--- src/rtl/muldiv_ctrl.sv ---
// rtl/muldiv_ctrl.sv - HI/LO multiply/divide unit with EX-stage stall control
module muldiv_ctrl (
    input  logic        clk,
    input  logic        reset,
    input  logic        valid,
    input  logic        flush,
    input  logic        is_mult,
    input  logic        is_multu,
    input  logic        is_div,
    input  logic        is_divu,
    input  logic        hi_wen,
    input  logic        lo_wen,
    input  logic        rd_hi,
    input  logic        rd_lo,
    input  logic [31:0] src_a,
    input  logic [31:0] src_b,
    output logic        stall,
    output logic        busy,
    output logic [31:0] hi,
    output logic [31:0] lo,
    output logic [31:0] result
);
    typedef enum logic [1:0] {IDLE, MUL, DIV} state_t;

    state_t      state, state_next;
    logic [4:0]  cnt;
    logic        req, accept;
    logic [31:0] op_a, op_b, rem;
    logic        mul_sgn, neg_q, neg_r, div_last;
    logic [63:0] prod, prod_next;
    logic [32:0] trial;
    logic [31:0] mag_a, mag_b, q_fix, r_fix;

    assign req    = valid & ~flush &
                    (is_mult | is_multu | is_div | is_divu | hi_wen | lo_wen | rd_hi | rd_lo);
    assign busy   = (state != IDLE);
    assign stall  = req & busy;
    assign accept = req & ~busy;
    assign result = rd_hi ? hi : (rd_lo ? lo : 32'd0);

    // Sign-extending both operands to 64 bits lets one unsigned multiplier serve mult and multu.
    assign prod_next = {{32{mul_sgn & op_a[31]}}, op_a} * {{32{mul_sgn & op_b[31]}}, op_b};

    assign mag_a = (is_div & src_a[31]) ? (32'd0 - src_a) : src_a;
    assign mag_b = (is_div & src_b[31]) ? (32'd0 - src_b) : src_b;
    assign trial = {rem, op_a[31]} - {1'b0, op_b};
    assign q_fix = neg_q ? (32'd0 - op_a) : op_a;
    assign r_fix = neg_r ? (32'd0 - rem) : rem;

    always_ff @(posedge clk) begin
        if (reset) begin
            state <= IDLE;
        end else begin
            state <= state_next;
        end
    end

    always_comb begin
        state_next = state;
        case (state)
            IDLE: begin
                if (accept && (is_mult || is_multu)) begin
                    state_next = MUL;
                end else if (accept && (is_div || is_divu)) begin
                    state_next = DIV;
                end
            end
            MUL:     if (cnt == 5'd1) state_next = IDLE;
            DIV:     if (div_last) state_next = IDLE;
            default: state_next = IDLE;
        endcase
    end

    always_ff @(posedge clk) begin
        if (reset) begin
            cnt      <= 5'd0;
            hi       <= 32'd0;
            lo       <= 32'd0;
            op_a     <= 32'd0;
            op_b     <= 32'd0;
            rem      <= 32'd0;
            prod     <= 64'd0;
            mul_sgn  <= 1'b0;
            neg_q    <= 1'b0;
            neg_r    <= 1'b0;
            div_last <= 1'b0;
        end else begin
            case (state)
                IDLE: begin
                    if (accept) begin
                        cnt      <= 5'd0;
                        div_last <= 1'b0;
                        rem      <= 32'd0;
                        mul_sgn  <= is_mult;
                        neg_q    <= is_div & (src_a[31] ^ src_b[31]);
                        neg_r    <= is_div & src_a[31];
                        op_a     <= mag_a;
                        op_b     <= mag_b;
                        if (hi_wen) hi <= src_a;
                        if (lo_wen) lo <= src_a;
                    end
                end
                MUL: begin
                    if (cnt == 5'd0) begin
                        prod <= prod_next;
                        cnt  <= 5'd1;
                    end else begin
                        hi  <= prod[63:32];
                        lo  <= prod[31:0];
                        cnt <= 5'd0;
                    end
                end
                DIV: begin
                    if (div_last) begin
                        hi       <= r_fix;
                        lo       <= q_fix;
                        div_last <= 1'b0;
                    end else begin
                        // Restoring step: keep the subtraction only when it does not go negative.
                        if (!trial[32]) begin
                            rem  <= trial[31:0];
                            op_a <= {op_a[30:0], 1'b1};
                        end else begin
                            rem  <= {rem[30:0], op_a[31]};
                            op_a <= {op_a[30:0], 1'b0};
                        end
                        cnt <= cnt + 5'd1;
                        if (cnt == 5'd31) div_last <= 1'b1;
                    end
                end
                default: ;
            endcase
        end
    end
endmodule

--- config.mk ---
export PLATFORM = sky130hd
export DESIGN_NAME = muldiv_ctrl
export DESIGN_NICKNAME = d
export VERILOG_FILES = /design/src/rtl/muldiv_ctrl.sv
export SDC_FILE = /design/constraint.sdc
export NUM_CORES = 2
export LEC_CHECK = 0
export CAP_MARGIN = 20
export CORE_ASPECT_RATIO = 0.75
export CORE_UTILIZATION = 44
export DETAILED_ROUTE_END_ITERATION = 10
export PLACE_DENSITY = 0.65
export SKIP_CTS_REPAIR_TIMING = 1
export SLEW_MARGIN = 10
export SYNTH_ARGS = -nofsm -noshare
export SYNTH_HDL_FRONTEND = slang
export SYNTH_SLANG_ARGS = --single-unit
export TNS_END_PERCENT = 50
--- constraint.sdc ---
create_clock -name clk -period 23.2 [get_ports clk]
set_input_delay 2.32 -clock clk [delete_from_list [all_inputs] [get_ports clk]]
set_output_delay 2.32 -clock clk [all_outputs]
set_load 0.01 [all_outputs]
Word-level counts from Yosys, hierarchy flattened
Index checks and enable logic that the tools add are counted.
{"block": "op_classes", "mux": 37, "eq_ne": 12, "bitwise_logic": 19, "reduce_logical": 17, "n_mul": 1, "add_sub_neg": 6}
{"op": "32-bit two-way mux", "count": 19}
{"op": "32-bit one-hot mux with 3 select lines", "count": 2}
{"op": "32-bit one-hot mux with 2 select lines", "count": 2}
{"op": "1-bit by 32-bit subtractor with 32-bit output (first input constant)", "count": 4}
{"op": "33-bit by 33-bit multiplier with 64-bit output", "count": 1}
{"op": "33-bit by 32-bit subtractor with 33-bit output", "count": 1}
{"op": "5-bit one-hot mux with 3 select lines", "count": 1}
{"op": "2-bit != test (second input constant)", "count": 7}
{"op": "5-bit two-way mux", "count": 2}
{"op": "5-bit AND reduction", "count": 2}
{"op": "1-bit AND", "count": 9}
{"op": "3-bit AND reduction", "count": 3}
{"op": "2-bit two-way mux", "count": 4}
{"op": "1-bit OR", "count": 7}
{"op": "2-bit one-hot mux with 3 select lines", "count": 1}
{"op": "2-bit AND reduction", "count": 3}
{"op": "5-bit by 1-bit adder with 5-bit output (second input constant)", "count": 1}
{"op": "5-bit by 1-bit equality test with 1-bit output (second input constant)", "count": 1}
{"op": "5-bit equality test (second input constant)", "count": 1}
{"op": "5-bit logical NOT", "count": 1}
{"op": "1-bit two-way mux", "count": 5}
{"op": "2-bit nonzero test", "count": 2}
{"op": "3-bit != test (second input constant)", "count": 1}
{"op": "3-bit nonzero test", "count": 1}
{"op": "other kinds (8)", "count": 11}
{"block": "word_totals", "elab_cells": 104, "register_bits": 235, "output_inout_bits": 98}

Longest topological paths before layout
{"block": "depth", "depth_word": 13, "mapped_depth": 32, "mapped_depth_nobuf": 28}

Worst setup path after synthesis
OpenSTA, ideal clock, no wires.
{"block": "synth_timing", "path_kind": "flip-flop to flip-flop", "from": "register op_a[31]", "to": "register prod[60]", "path_buffers": 3, "path_stages_with_launch": 32, "setup_slack_ps": 14602, "arrival_time_ps": 8476, "synth_period_minus_slack_ps": 8598, "path_cell_list": "dfxtp_1 > clkbuf_1 > and2_1 > clkbuf_1 > clkbuf_1 > nand2_1 > inv_1 > fa_1 > inv_1 > fa_1 > inv_1 > fa_1 > inv_1 > fa_1 > inv_1 > fa_1 > fa_1 > inv_1 > fa_1 > inv_1 > fa_1 > ha_1 > a21o_1 > a21o_1 > a21oi_1 > inv_1 > a2111oi_0 > o31ai_1 > a21bo_2 > a31oi_1 > nor4_1 > a311o_1"}
{"block": "synth_via", "elab_chain_cells": 2}
{"element": "start, declared", "line": "28", "text": "logic [31:0] op_a, op_b, rem;"}
{"element": "start signal, assigned", "line": "97", "text": "op_a <= mag_a;"}
{"element": "start signal, assigned", "line": "122", "text": "op_a <= {op_a[30:0], 1'b1};"}
{"element": "start signal, assigned", "line": "125", "text": "op_a <= {op_a[30:0], 1'b0};"}
{"element": "1-bit AND", "line": "42", "text": "assign prod_next = {{32{mul_sgn & op_a[31]}}, op_a} * {{32{mul_sgn & op_b[31]}}, op_b};"}
{"element": "33-bit by 33-bit multiplier with 64-bit output (*)", "line": "42"}
{"element": "end signal, assigned", "line": "105", "text": "prod <= prod_next;"}
{"element": "end, declared", "line": "30", "text": "logic [63:0] prod, prod_next;"}
Every way passes the cells marked *; elsewhere a longest branch is shown, timed or not.
A chain may end at the register's enable or synchronous reset.

Worst setup path after layout
{"block": "layout_timing", "from": "register mul_sgn", "to": "register prod[60]"}
{"block": "layout_via", "elab_chain_cells": 2}
{"element": "start, declared", "line": "29", "text": "logic mul_sgn, neg_q, neg_r, div_last;"}
{"element": "start signal, assigned", "line": "94", "text": "mul_sgn <= is_mult;"}
{"element": "1-bit AND", "line": "42"}
{"element": "33-bit by 33-bit multiplier with 64-bit output (*)", "line": "42"}
Marks and branches as above.

==> results.cfg <==
[run_status]
status = complete, no violations

[finish]
multiInputGateArea_um2 = 41800
fin_nets = 7550
regArea_um2 = 4716
n_fill_cell = 11480
utilization_pct = 47.54
area_delta_synth_final_pct = 7.197
drive_above_1_share_pct = 2.962

[logic_synthesis]
yosys-top-cells-area = fa_1 43%, dfxtp_1 9.0%, nand2_1 8.6%
synth_flop_cell = dfxtp_1
yosysTopAreaCell = fa_1
async_reset_ff_share_pct = 0
ys_seq_elements = 235
synth_edf_count = 0
yosysTopAreaCellShare_pct = 43.13
ys_types = 74
syn-instance-count = 6206
synth_warnings = 0
syn_area_um2 = 52260
syn_avg_cell_area_um2 = 8.421
ys_seq_area_share_pct = 9.002
syn_nets = 7665

[floorplanning]
rows = 109
chipHeight_um = 300.5
coreArea_um2 = 117800
num_io_pins = 174
initial_core_util_pct = 44.35
dieWidth_um = 400.0
dieArea_um2 = 120200

[critical_path]
path_buf_inv = 7
cp_top_family = adder cells
worstPathArrival_ns = 10.81
slowest_delay_ns = 1.09
critPathKind = reg -> reg
cp_slowest_cell = fa_1
cp_common_cell = fa_1
cp-start-kind = register
critPathRequiredTime_ns = 23.67
end_kind = register
crit_fanout = 22

[timing]
finalMaxSlewViolations = 0
final_hold_viol_count = 0
min_period_ns = 10.34
max_freq_mhz = 96.73
finalSetupTns_ns = 0
rsz0062_at_grt = false
finClkSkew_ns = 0.02399
slew_headroom_pct = 13.44
worst_pin_slew_ns = 1.285
final.period_utilization_pct = 44.56
setup_viol = 0

[drt]
vias = 42430
wl_per_cell_um = 21.75
first_iter_violations = 4133
drc = 0
firstDrtPassIters = 6
totalWireLength_mm = 166.8
ant_nets = 0
viasPerCell = 5.533

[clocking]
cts.reportedPaths.clkPinSlew_ns = 0.07
cts-buffers-inserted = 26
cts_tree = built
cts_root_buffer = clkbuf_16
htree_levels = 1
insertion_delay_ns = 0.59
cts_sinks = 235
clockBufferDepth = 3

[power]
peakVddDrop_uv = 63.93
power_uw = 2999
p_leak_uw = 0.02554
pwr_density_cell_nw_per_um2 = 53.54

[global_routing]
grt_max_degree = 86
grt_pass1_wl_mm = 262.4
grt-ovfl-total = 0
grt_usage_pct = 28.47
grt_antenna_before_repair = 2
grt_pass1_vias = 43710

[hold_path]
hold_class = reg -> reg

[place]
dp_hpwl_mm = 132.0
gp_congestion = 0.9803
portBuffers = 173

[run]
maxCapViolCount = 0
[flip-flops by register name, summed over array words and instances (netlist names)]
name,count
rem,32
op_b,32
neg_q,1
mul_sgn,1
lo,32
neg_r,1
div_last,1
cnt,5
state,2
hi,32
prod,64
op_a,32
[power breakdown]
part	internal, uW	switching [uW]	leakage, uW	total (uW)
registers	445	44.0	0.00191	489
logic	705	1360	0.0232	2070
clock network	242	199	0.000420	441
total	1390	1610	0.0255	3000
[synthesized netlist by cell type (all sizes together) (5+ instances only)]
library cell	instances
nand2	1194
inv	1136
fa	1126
clkbuf	352
and2	303
nor2	280
a21oi	271
ha	257
dfxtp	235
o21ai	157
xnor2	131
xor2	79
a311oi	62
buf	57
a21o	56
nand3	51
a211oi	41
o31ai	35
nor3	34
and3	31
mux2i	30
nand4	30
o211ai	30
or3	27
a31oi	19
nand2b	17
or4	15
nor4	14
o41ai	14
or2	14
o21a	13
o21bai	13
nor2b	11
a211o	7
a21boi	6
a221oi	5
and4	5
o221ai	5
[worst reg2reg max path: cells and delay by family (launching register included)]
family | cells | cell delay (ns)
simple gates | 3 | 1.12
fa+ha+maj | 9 | 5.20
flops | 1 | 0.31
compound gates | 8 | 2.29
buf+inv | 7 | 1.32
[layout by cell type, fill, tap and decap left out, types with 56 or more instances in the layout]
master              n
xor2_1             79
a21o_1             56
ha_1              254
xnor2_1           131
inv_1            1135
nand2_1          1194
fa_1             1126
buf_4              92
dfxtp_1           226
a21oi_1           270
o21ai_0           156
a311oi_1           62
and2_1            303
clkdlybuf4s50_1   171
nor2_1            278
[cells by family (layout without fill, tap and decap cells)]
group,after synthesis,count (layout),share of synthesized area [%]
buffers and inverters,1546,1451,11.13
other,0,3,0
adder cells (fa/ha/maj),1383,1383,49.29
flip-flops,235,235,9.002
XOR/XNOR,210,210,3.519
AND/OR/NAND/NOR,2034,2034,17.22
AO/OA/AOI/OAI,768,768,9.273
multiplexers,30,30,0.5746
[through the flow]
| step | cells | worst slack [ns] | cell area [um2] | hold slack, ns |
|---|---|---|---|---|
| finish | 7668 | 12.86 | 56020 | 0.4536 |
| global route | 7665 | 12.38 | 56010 | 0.4734 |
| CTS | 7664 | 12.90 | 56000 | 0.4537 |
| detailed placement | 7616 | 12.93 | 55140 | 0.4453 |
| global placement | 7616 | 13.17 | 55140 | 0.4411 |
| floorplan | 6206 | 14.60 | 52260 | 0.4249 |
[cell type report]
class                           count  area share, %
Sequential cell                   235          8.418
Inverter                         1137          7.618
Timing Repair Buffer              266          4.344
Clock inverter                     13         0.2479
Multi-Input combinational cell   4425          74.61
Clock buffer                       35          1.278
Tap cell                         1554          3.471
Antenna cell                        3        0.01340
[final timing paths]
kind | slack [ns] | cells after the start | endpoint | from
setup reg to reg | 12.86 | 27 | prod[60]$_SDFFE_PP0P_ | mul_sgn$_SDFFE_PP0P_
setup / recovery | 12.86 | 27 | prod[60]$_SDFFE_PP0P_ | mul_sgn$_SDFFE_PP0P_
hold / removal | 0.45 | 2 | prod[38]$_SDFFE_PP0P_ | prod[38]$_SDFFE_PP0P_
hold reg to reg | 0.45 | 2 | prod[38]$_SDFFE_PP0P_ | prod[38]$_SDFFE_PP0P_
[per-layer routing]
layer,GRT usage [%],up-vias,wire [um]
met5,0,-,7
met4,6.238,2,3949
met3,5.877,216,16410
met2,43.28,1909,72800
met1,41.69,21650,73630
li1,-,18650,-
No activity file was read; power rests on OpenSTA's default activity.
